==> config.mk <==
export PLATFORM = sky130hd
export DESIGN_NAME = score_matrix_scroller
export DESIGN_NICKNAME = d
export VERILOG_FILES = /design/src/rtl/score_disp_pkg.sv /design/src/rtl/score_matrix_scroller_tick_divider.sv /design/src/rtl/score_matrix_scroller.sv
export SDC_FILE = /design/constraint.sdc
export NUM_CORES = 1
export LEC_CHECK = 0
export ABC_AREA = 1
export CORE_ASPECT_RATIO = 0.7
export CORE_MARGIN = 2
export CORE_UTILIZATION = 59
export DETAILED_ROUTE_END_ITERATION = 10
export PLACE_DENSITY = 0.77
export SETUP_SLACK_MARGIN = 0.15
export SYNTH_ARGS = -nofsm -noshare
export SYNTH_HDL_FRONTEND = slang
export SYNTH_HIERARCHICAL = 1
export SYNTH_SLANG_ARGS = --single-unit
==> constraint.sdc <==
create_clock -name clk -period 11.22 [get_ports clk]
set_clock_uncertainty 0.2 [all_clocks]
set_input_delay 1.122 -clock clk [delete_from_list [all_inputs] [get_ports clk]]
set_output_delay 1.122 -clock clk [all_outputs]
set_load 0.1 [all_outputs]
==> src/rtl/score_disp_pkg.sv <==
// -----------------------------------------------------------------------------
// score_disp_pkg
// Shared geometry and pixel helpers for the scrolling score display.
//   - Matrix/strip/glyph geometry constants.
//   - snapshot_t : the four latched 15-bit digit glyphs (thousands first).
//   - glyph_bit  : bit position of glyph pixel (gr, gc) inside a 15-bit glyph.
//   - strip_index: strip column shown at window column c for a given offset.
//   - strip_pixel: pixel value of strip column s on glyph row gr.
// -----------------------------------------------------------------------------
package score_disp_pkg;

    localparam int STRIP_LEN     = 24;
    localparam int GLYPH_W       = 3;
    localparam int GLYPH_H       = 5;
    localparam int GLYPH_TOP_ROW = 1;
    localparam int MATRIX_N      = 8;
    localparam int DIGIT_PITCH   = GLYPH_W + 1;  // glyph plus one blank spacer column
    localparam int NUM_DIGITS    = 4;

    typedef logic [14:0] glyph_t;

    typedef struct packed {
        glyph_t d3;  // thousands
        glyph_t d2;  // hundreds
        glyph_t d1;  // tens
        glyph_t d0;  // ones
    } snapshot_t;

    // Row-major glyph layout with the top-left pixel in the MSB.
    function automatic int glyph_bit(input int gr, input int gc);
        return 14 - (gr * GLYPH_W + gc);
    endfunction

    // Window column c shows strip column (offset + c) mod STRIP_LEN.
    // offset <= 23 and c <= 7, so a single conditional subtract suffices.
    function automatic int strip_index(input logic [4:0] offset, input int c);
        int sum;
        sum = int'(offset) + c;
        if (sum >= STRIP_LEN) sum = sum - STRIP_LEN;
        return sum;
    endfunction

    // Strip layout: four digits at a pitch of 4 columns (3 glyph + 1 blank),
    // followed by blank padding up to STRIP_LEN.
    function automatic logic strip_pixel(input snapshot_t snap, input int s, input int gr);
        int     slot;
        int     gc;
        glyph_t g;
        slot = s / DIGIT_PITCH;
        gc   = s % DIGIT_PITCH;
        if (slot >= NUM_DIGITS || gc >= GLYPH_W) return 1'b0;
        case (slot)
            0:       g = snap.d3;
            1:       g = snap.d2;
            2:       g = snap.d1;
            default: g = snap.d0;
        endcase
        return g[4'(glyph_bit(gr, gc))];
    endfunction

endpackage

==> src/rtl/score_matrix_scroller_tick_divider.sv <==
// -----------------------------------------------------------------------------
// tick_divider
// Free-running 0..DIV-1 counter that advances only while en=1 and emits a
// combinational one-cycle tick on the cycle it sits at its terminal count.
//   clk   : system clock
//   rst_n : synchronous active-low reset (counter to 0)
//   en    : count enable; the count holds while low
//   tick  : high while en=1 and count == DIV-1 (the count wraps on that edge)
// -----------------------------------------------------------------------------
module tick_divider #(
    parameter int unsigned DIV = 2
) (
    input  logic clk,
    input  logic rst_n,
    input  logic en,
    output logic tick
);

    localparam int           W    = (DIV > 1) ? $clog2(DIV) : 1;
    localparam logic [W-1:0] TERM = W'(DIV - 1);

    logic [W-1:0] cnt_q;
    logic [W-1:0] cnt_d;

    assign tick = en && (cnt_q == TERM);

    // NOTE: every signal assigned in always_comb gets a default first, so no
    // path leaves it unassigned and no latch is inferred.
    always_comb begin
        cnt_d = cnt_q;
        if (en) cnt_d = tick ? '0 : cnt_q + W'(1);
    end

    // NOTE: sequential state is written with non-blocking assignments so all
    // flops sample their _d values from before the edge.
    always_ff @(posedge clk) begin
        if (!rst_n) cnt_q <= '0;
        else        cnt_q <= cnt_d;
    end

endmodule

==> src/rtl/score_matrix_scroller.sv <==
// -----------------------------------------------------------------------------
// score_matrix_scroller
// Drives a row-multiplexed 8x8 LED matrix, scrolling a four-digit score
// (3x5 glyphs) leftward through an 8-column window over a 24-column strip.
// The glyphs are snapshotted once per scroll pass so a score change never
// tears mid-scroll.
//   clk        : system clock
//   rst_n      : synchronous active-low reset
//   en         : display enable; low freezes scan/scroll and blanks outputs
//   sco3..sco0 : glyphs of thousands..ones digit
//   row        : one-hot row select, row[0] = top row (registered)
//   col        : column data, col[7] = leftmost column (registered)
//   pass_done  : one-cycle pulse after the offset wraps 23 -> 0
// -----------------------------------------------------------------------------
module score_matrix_scroller
    import score_disp_pkg::*;
#(
    parameter int unsigned SCAN_DIV   = 12500,
    parameter int unsigned SCROLL_DIV = 15000000
) (
    input  logic        clk,
    input  logic        rst_n,
    input  logic        en,
    input  logic [14:0] sco3,
    input  logic [14:0] sco2,
    input  logic [14:0] sco1,
    input  logic [14:0] sco0,
    output logic [7:0]  row,
    output logic [7:0]  col,
    output logic        pass_done
);

    logic scan_tick;
    logic scroll_tick;
    logic wrap;

    logic [2:0] r_q,            r_d;
    logic [4:0] offset_q,       offset_d;
    snapshot_t  snap_q,         snap_d;
    logic       load_pending_q, load_pending_d;
    logic [7:0] row_q,          row_d;
    logic [7:0] col_q,          col_d;
    logic       pass_done_q,    pass_done_d;

    tick_divider #(.DIV(SCAN_DIV)) u_scan_div (
        .clk   (clk),
        .rst_n (rst_n),
        .en    (en),
        .tick  (scan_tick)
    );

    tick_divider #(.DIV(SCROLL_DIV)) u_scroll_div (
        .clk   (clk),
        .rst_n (rst_n),
        .en    (en),
        .tick  (scroll_tick)
    );

    assign wrap = scroll_tick && (offset_q == 5'(STRIP_LEN - 1));

    // Position and snapshot update. Ticks already imply en=1, so r and offset
    // hold automatically while the display is disabled.
    always_comb begin
        r_d            = r_q;
        offset_d       = offset_q;
        snap_d         = snap_q;
        load_pending_d = load_pending_q;
        pass_done_d    = wrap;

        if (scan_tick)   r_d      = r_q + 3'd1;  // 7 wraps to 0 naturally
        if (scroll_tick) offset_d = wrap ? 5'd0 : offset_q + 5'd1;

        // The first enabled cycle after reset and every pass wrap reload the
        // glyphs; pass_done is only pulsed for the wrap case.
        if (en) begin
            if (load_pending_q || wrap) snap_d = {sco3, sco2, sco1, sco0};
            load_pending_d = 1'b0;
        end
    end

    // Output image is computed from the current registered r/offset/snapshot,
    // so row and col always change together one cycle after any of them.
    always_comb begin
        row_d = '0;
        col_d = '0;
        if (en) begin
            row_d = 8'b1 << r_q;
            if (int'(r_q) >= GLYPH_TOP_ROW && int'(r_q) < GLYPH_TOP_ROW + GLYPH_H) begin
                for (int c = 0; c < MATRIX_N; c++) begin
                    col_d[MATRIX_N-1-c] = strip_pixel(snap_q, strip_index(offset_q, c),
                                                      int'(r_q) - GLYPH_TOP_ROW);
                end
            end
        end
    end

    always_ff @(posedge clk) begin
        if (!rst_n) begin
            r_q            <= '0;
            offset_q       <= '0;
            snap_q         <= '0;
            load_pending_q <= 1'b1;
            row_q          <= '0;
            col_q          <= '0;
            pass_done_q    <= 1'b0;
        end else begin
            r_q            <= r_d;
            offset_q       <= offset_d;
            snap_q         <= snap_d;
            load_pending_q <= load_pending_d;
            row_q          <= row_d;
            col_q          <= col_d;
            pass_done_q    <= pass_done_d;
        end
    end

    assign row       = row_q;
    assign col       = col_q;
    assign pass_done = pass_done_q;

endmodule

## Word-level counts from Yosys, hierarchy flattened

Index checks and enable logic that the tools add are counted.

- Output and inout port bits: 17
- Logic and storage cells: 274
- Input port bits: 63
- Register bits after elaboration: 124

- $mul: 1
- Muxes and demuxes: 123
- Bitwise operators: 8
- Add/sub/neg operators: 44
- Magnitude comparators: 34
- Reductions and logical operators: 32
- Shifts and indexed selects: 1
- Equal/unequal tests: 19

Operator list:

| operator | count |
|---|---|
| $mux 32 | 24 |
| $mux 15 | 24 |
| $pmux 15 s3 | 8 |
| $add 32x1->32 | 8 |
| $eq 32x1->1 const B | 8 |
| $eq 32x2->1 const B | 8 |
| $ge 32x4->1 const B | 8 |
| $logic_not 32->1 | 8 |
| $mux 1 | 56 |
| $sub 6x5->7 const B | 7 |
| $lt 4x6->1 const B | 8 |
| $ge 6x5->1 const B | 7 |
| $add 4x3->4 | 8 |
| $bmux 1 s4 | 8 |
| $sub 2x4->4 const A | 8 |
| $add 24x1->24 const B | 1 |
| $add 5x3->6 const B | 4 |
| $eq 24x24->1 const B | 1 |
| $ge 3x3->1 const B | 8 |
| $mux 24 | 1 |
| $reduce_or 2->1 | 8 |
| $add 14x1->14 const B | 1 |
| $eq 14x14->1 const B | 1 |
| $mux 14 | 1 |
| 18 further kinds | 38 |

## Depth between registers and ports, before layout

- Depth after elaboration: 20
- Mapped depth: 35
- Depth with buffers taken out: 35

## Cells and area by module

Netlist, hierarchy kept.

By module, submodules not included:

| module | cells each | area an instance (um^2) | instances | sequential area each (um^2) |
|---|---|---|---|---|
| score_matrix_scroller | 1974 | 12210.5 | 1 | 1721.7 |
| tick_divider at u_scroll_div | 231 | 1552.7 | 1 | 480.5 |
| tick_divider at u_scan_div | 131 | 830.8 | 1 | 280.3 |

## Worst setup path before layout

No wires, ideal clock.

- Path kind: register -> register
- Start point: register offset_q[1]
- End point: register col_q[0] (netlist: col[0])
- Stages on the path, launching flop included: 34
- Required time: 10907 ps
- Clock period less this slack: 5816 ps
- Data arrival time: 5503 ps
- Buffers on the path: 0
- Setup time: 113 ps
- Slack: 5404 ps
- Cell sequence: dfxtp_1 -> inv_2 -> ha_1 -> inv_2 -> nand2_1 -> nand2_1 -> nand2_1 -> nand2_2 -> ha_1 -> inv_1 -> ha_1 -> a211oi_1 -> nand2_1 -> inv_1 -> ha_1 -> inv_1 -> a21oi_1 -> nand4_1 -> ha_1 -> inv_1 -> nor4_1 -> inv_1 -> nor4b_1 -> inv_1 -> nor2_8 -> nand3_2 -> nor2_1 -> nand3_1 -> nand2_1 -> nand3_1 -> nand3_1 -> nand2_1 -> nor2_1 -> nor2_1

- Longest elaborated chain between the ends: 17
- Elaborated cells between the ends (all ways): 28
- Those cells by class: add/sub: 5; order compare: 3; eq/ne: 2; mux: 14; bitwise: 1; reduce/logical: 3

Ends and longest elaborated chain:

| element | RTL line | text |
|---|---|---|
| start, declared | score_matrix_scroller.sv:38 | `logic [4:0] offset_q, offset_d;` |
| start signal, assigned | score_matrix_scroller.sv:108 | `offset_q <= offset_d;` |
| $add 5x3->6 (*) | score_disp_pkg.sv:38 | `sum = int'(offset) + c;` |
| $sub 6x5->7 or $ge 6x5->1 (tied branches) | score_disp_pkg.sv:39 | `if (sum >= STRIP_LEN) sum = sum - STRIP_LEN;` |
| $mux 32 (*) | score_disp_pkg.sv:39 |  |
| $mux 32 (*) | score_matrix_scroller.sv:88 | `if (int'(r_q) >= GLYPH_TOP_ROW && int'(r_q) < GLYPH_TOP_ROW + GLYPH_H) begin` |
| $mux 32 (*) | score_matrix_scroller.sv:86 | `if (en) begin` |
| $reduce_or 2->1 (no line) | -- |  |
| $and 1x1->1 (no line) | -- |  |
| $add 32x1->32 (no line) | -- |  |
| $eq 32x2->1 (tied with other cells) | score_disp_pkg.sv:52 | `case (slot)` |
| $pmux 15 s3 | score_disp_pkg.sv:52 |  |
| $mux 15 | score_disp_pkg.sv:52 |  |
| $mux 15 | score_matrix_scroller.sv:88 |  |
| $mux 15 | score_matrix_scroller.sv:86 |  |
| $bmux 1 s4 | score_disp_pkg.sv:58 | `return g[4'(glyph_bit(gr, gc))];` |
| $mux 1 (not written as such) (2 in series) | score_disp_pkg.sv:58 |  |
| $mux 1 (*) | score_disp_pkg.sv:52 |  |
| end signal, assigned | score_matrix_scroller.sv:112 | `col_q <= col_d;` |
| end, declared | score_matrix_scroller.sv:42 | `logic [7:0] col_q, col_d;` |

Mark *: on every way between the ends. The rest lies on a longest branch, timed or not. The select of a mux whose other input is x is not followed.
A chain may end at the register's enable or synchronous reset.

## Worst setup path after layout

- Start point: register offset_q[3]
- End point: register col_q[3] (netlist: col[3])

- Longest elaborated chain between the ends: 17
- Elaborated cells between the ends (all ways): 28
- Those cells by class: add/sub: 5; order compare: 3; eq/ne: 2; mux: 14; bitwise: 1; reduce/logical: 3

Ends and longest elaborated chain:

| element | RTL line |
|---|---|
| $add 5x3->6 (*) | score_disp_pkg.sv:38 |
| $ge 6x5->1 | score_disp_pkg.sv:39 |
| $mux 32 (*) | score_disp_pkg.sv:39 |
| $mux 32 (*) | score_matrix_scroller.sv:88 |
| $mux 32 (*) | score_matrix_scroller.sv:86 |
| $reduce_or 2->1 (no line) | -- |
| $and 1x1->1 (no line) | -- |
| $add 32x1->32 (no line) | -- |
| $eq 32x2->1 (tied with other cells) | score_disp_pkg.sv:52 |
| $pmux 15 s3 | score_disp_pkg.sv:52 |
| $mux 15 | score_disp_pkg.sv:52 |
| $mux 15 | score_matrix_scroller.sv:88 |
| $mux 15 | score_matrix_scroller.sv:86 |
| $bmux 1 s4 | score_disp_pkg.sv:58 |
| $mux 1 (not written as such) (2 in series) | score_disp_pkg.sv:58 |
| $mux 1 (*) | score_disp_pkg.sv:52 |

Marked as above.

==> impl_metrics.yaml <==
status:
  status: "finished clean"
finish:
  diodes: 0
  nNetsFinal: 2572
  layoutNonFillerInstCount: 2710
  fin_area_um2: 16100
  drive_gt1_share_pct: 8.26
  syn2layout_area_growth_pct: 10.3
  final_util_pct: 65.7
route:
  wirelength_mm: 55.3
  vias: 16900
  drt-vias-per-instance: 6.25
  wl_per_cell_um: 20.4
  dr.pass1.iters: 7
  detail-route-antenna-nets: 0
  post-route-drc-count: 0
  drt_iter0_drc: 2453
place:
  io_buffers: 79
  dpl.hpwl_mm: 42.6
  placed_cells: 2679
  place_area_um2: 15500
  gp_congestion: 1.06
timing:
  finalHoldViolCount: 0
  slew_violations: 0
  worstMarginPinSlew_ps: 1170
  fmax_mhz: 144
  setup-tns-final_ps: 0
  setup_viol: 0
  period_needed_ps: 6960
  relSlewSlack_pct: 21.7
  fin_crit_sh_pct: 62.0
  rsz0062_at_grt: "false"
pwr:
  power_leakage_uw: 0.00727
  irDropWorstVdd_v: 0.000129
  powerDensity_nw_per_um2: 79.6
die:
  die_x_um: 192
  pin_count: 80
  die_y_um: 136
  die_area_um2: 26000
  fp-row-count: 48
  start_util_pct: 59.6
  core-area_um2: 24500
setup_path:
  reg2reg_from: "offset_q[3]$_SDFFE_PN0P_"
  cp-start-kind: "flip-flop"
  critPathKind: "reg -> reg"
  critPathMaxFanout: 13
  cp-end-kind: "flip-flop"
  reg2reg_depth: 33
  cp.arrival_ps: 7140
  cp_num_buf_inv: 5
  crit_path_frequent_cell: "nand3_1"
  critPathTopFamily: "simple AND/OR/NAND/NOR gates"
  r2r_slack_ps: 4260
  worst-endpoint-required_ps: 11400
  r2r_end: "col[3]$_SDFF_PP0_"
  slowest_delay_ps: 770
  crit_slowest_cell: "a21oi_1"
cts:
  cts_resized: 0
  cts_max_path_buffers: 2
  clock_latency_ps: 460
  postCtsHoldBufs: 0
  cts.sinks: 124
  ctsRootBufferMaster: "clkbuf_16"
  numCtsBuffers: 17
  h-tree-depth: 4
  path_clk_slew_ps: 70
  post_cts_buffers: 0
  cts_tree: "built"
logic_synthesis:
  ys_warn_count: 6
  synth_area_per_cell_um2: 6.25
  yosysUniqueCellTypes: 68
  synth.area.top_cells: "dfxtp_1 17%, ha_1 11%, nand2_1 11%"
  synth_seq_area_share_pct: 17.0
  synthTopCellsByCount: "428 x nand2_1, 287 x inv_1, 253 x nand3_1, 220 x nor2_1, 164 x o21ai_0"
  synthFlopType: "dfxtp_1"
  ys_seq_elements: 124
  async_flop_share_pct: 0
  yosysMostFrequentCell: "nand2_1"
  syn-cell-area_um2: 14600
  synthDominantCellAreaShare_pct: 17.0
  synth_edf_count: 0
  synth_cells: 2336
  synth_largest_area_cell: "dfxtp_1"
grt:
  grt_overflow: 0
  antenna_found_initial: 0
  grt_pass1_wl_mm: 84.6
  grt_pass1_vias: 15200
  grt_use_total_pct: 42.4
  grt_max_degree: 80
worst_hold_path:
  hold_class: "reg -> reg"
  min_from: "load_pending_q$_SDFFE_PN1P_"
  hold-path-cell-count: 2
  min_to: "load_pending_q$_SDFFE_PN1P_"
run:
  maxCapViolCount: 0
==> sequential cells by signal (all words and copies together) (netlist names) <==
| signal | flops |
|---|---|
| snap_q | 60 |
| row | 8 |
| pass_done | 1 |
| col | 8 |
| u_scan_div/cnt_q | 14 |
| r_q | 3 |
| u_scroll_div/cnt_q | 24 |
| load_pending_q | 1 |
| offset_q | 5 |
==> stage by stage <==
step                hold slack [ps]  setup slack (ps)  power (µW)
floorplan                       236              5400         583
global route                    324              3520        1300
CTS                             277              4420        1260
finish                          271              4260        1280
global placement                250              4860         664
detailed placement              267              4640         666
==> metal layers <==
metal / track usage (%) / wire, µm / share of wire (%) / vias up
met2: 60.4 / 21900 / 39 / 1156
met1: 59.5 / 22600 / 41 / 7675
li1: - / - / - / 7929
met5: 0 / 0 / 0 / -
met3: 15.5 / 9290 / 17 / 173
met4: 12.0 / 1620 / 2.9 / 0
==> how the worst max path moves through the flow <==
| stage | endpoint | startpoint | depth (start not counted) |
|---|---|---|---|
| final | col[3]$_SDFF_PP0_ | offset_q[3]$_SDFFE_PN0P_ | 33 |
| after detailed placement | col[3]$_SDFF_PP0_ | offset_q[3]$_SDFFE_PN0P_ | 32 |
| after global routing | col[3]$_SDFF_PP0_ | offset_q[3]$_SDFFE_PN0P_ | 33 |
| after floorplan | col[0]$_SDFF_PP0_ | offset_q[1]$_SDFFE_PN0P_ | 33 |
| after global placement | col[3]$_SDFF_PP0_ | offset_q[3]$_SDFFE_PN0P_ | 32 |
| after CTS | col[3]$_SDFF_PP0_ | offset_q[3]$_SDFFE_PN0P_ | 32 |
==> power by group <==
group,internal (µW),switching [µW]
clock network,353,255
registers,459,51.5
logic,59.4,104
==> placed cells by master, fill, tap and decap left out, types with 4 or more instances in the layout <==
cell             count
a211oi_1             4
a21oi_1            149
a221oi_1             7
a22oi_1              5
buf_4               10
clkbuf_16           17
clkdlybuf4s50_1     78
conb_1              18
dfxtp_1            124
fa_1                 5
ha_1               130
inv_1              287
inv_2               25
inv_6                5
nand2_1            427
nand2_2             39
nand2_4              9
nand3_1            253
nand3_2             11
nand3b_1            34
nand4_1            114
nor2_1             220
nor2_2              25
nor2_4              16
nor3_1              31
nor4_1              17
o2111ai_1            4
o211ai_1             7
o21ai_0            164
o21ai_1             10
o21bai_1             5
o221ai_1             4
o22ai_1             25
xnor2_1             18
xor2_1              32
==> worst min-delay path, delay by kind of cell (launching register included) <==
family | cells | cell delay, ps
AOI/OAI and AO/OA | 1 | 70
buffers and inverters | 1 | 60
DFF | 1 | 290
==> final cells by class <==
class	count	area, µm²
multi-input combinational	1825	10600
fill	2172	8400
sequential	124	2480
inverter	316	1190
timing repair buffer	89	861
clock buffer	17	425
tap	325	407
clock inverter	14	183
==> logic make-up (layout without fill, tap and decap cells) <==
| logic type | count (synthesis) | after routing | synth area share, % |
|---|---|---|---|
| compound gates | 399 | 399 | 15.2 |
| mux | 2 | 2 | 0.137 |
| buf+inv | 403 | 436 | 11.1 |
| other cells | 2 | 18 | 0.0515 |
| fa+ha+maj | 136 | 136 | 11.9 |
| simple gates | 1215 | 1215 | 40.7 |
| flops | 124 | 124 | 17.0 |
| xor+xnor | 55 | 55 | 3.79 |
(Power assumes the default switching activity.)
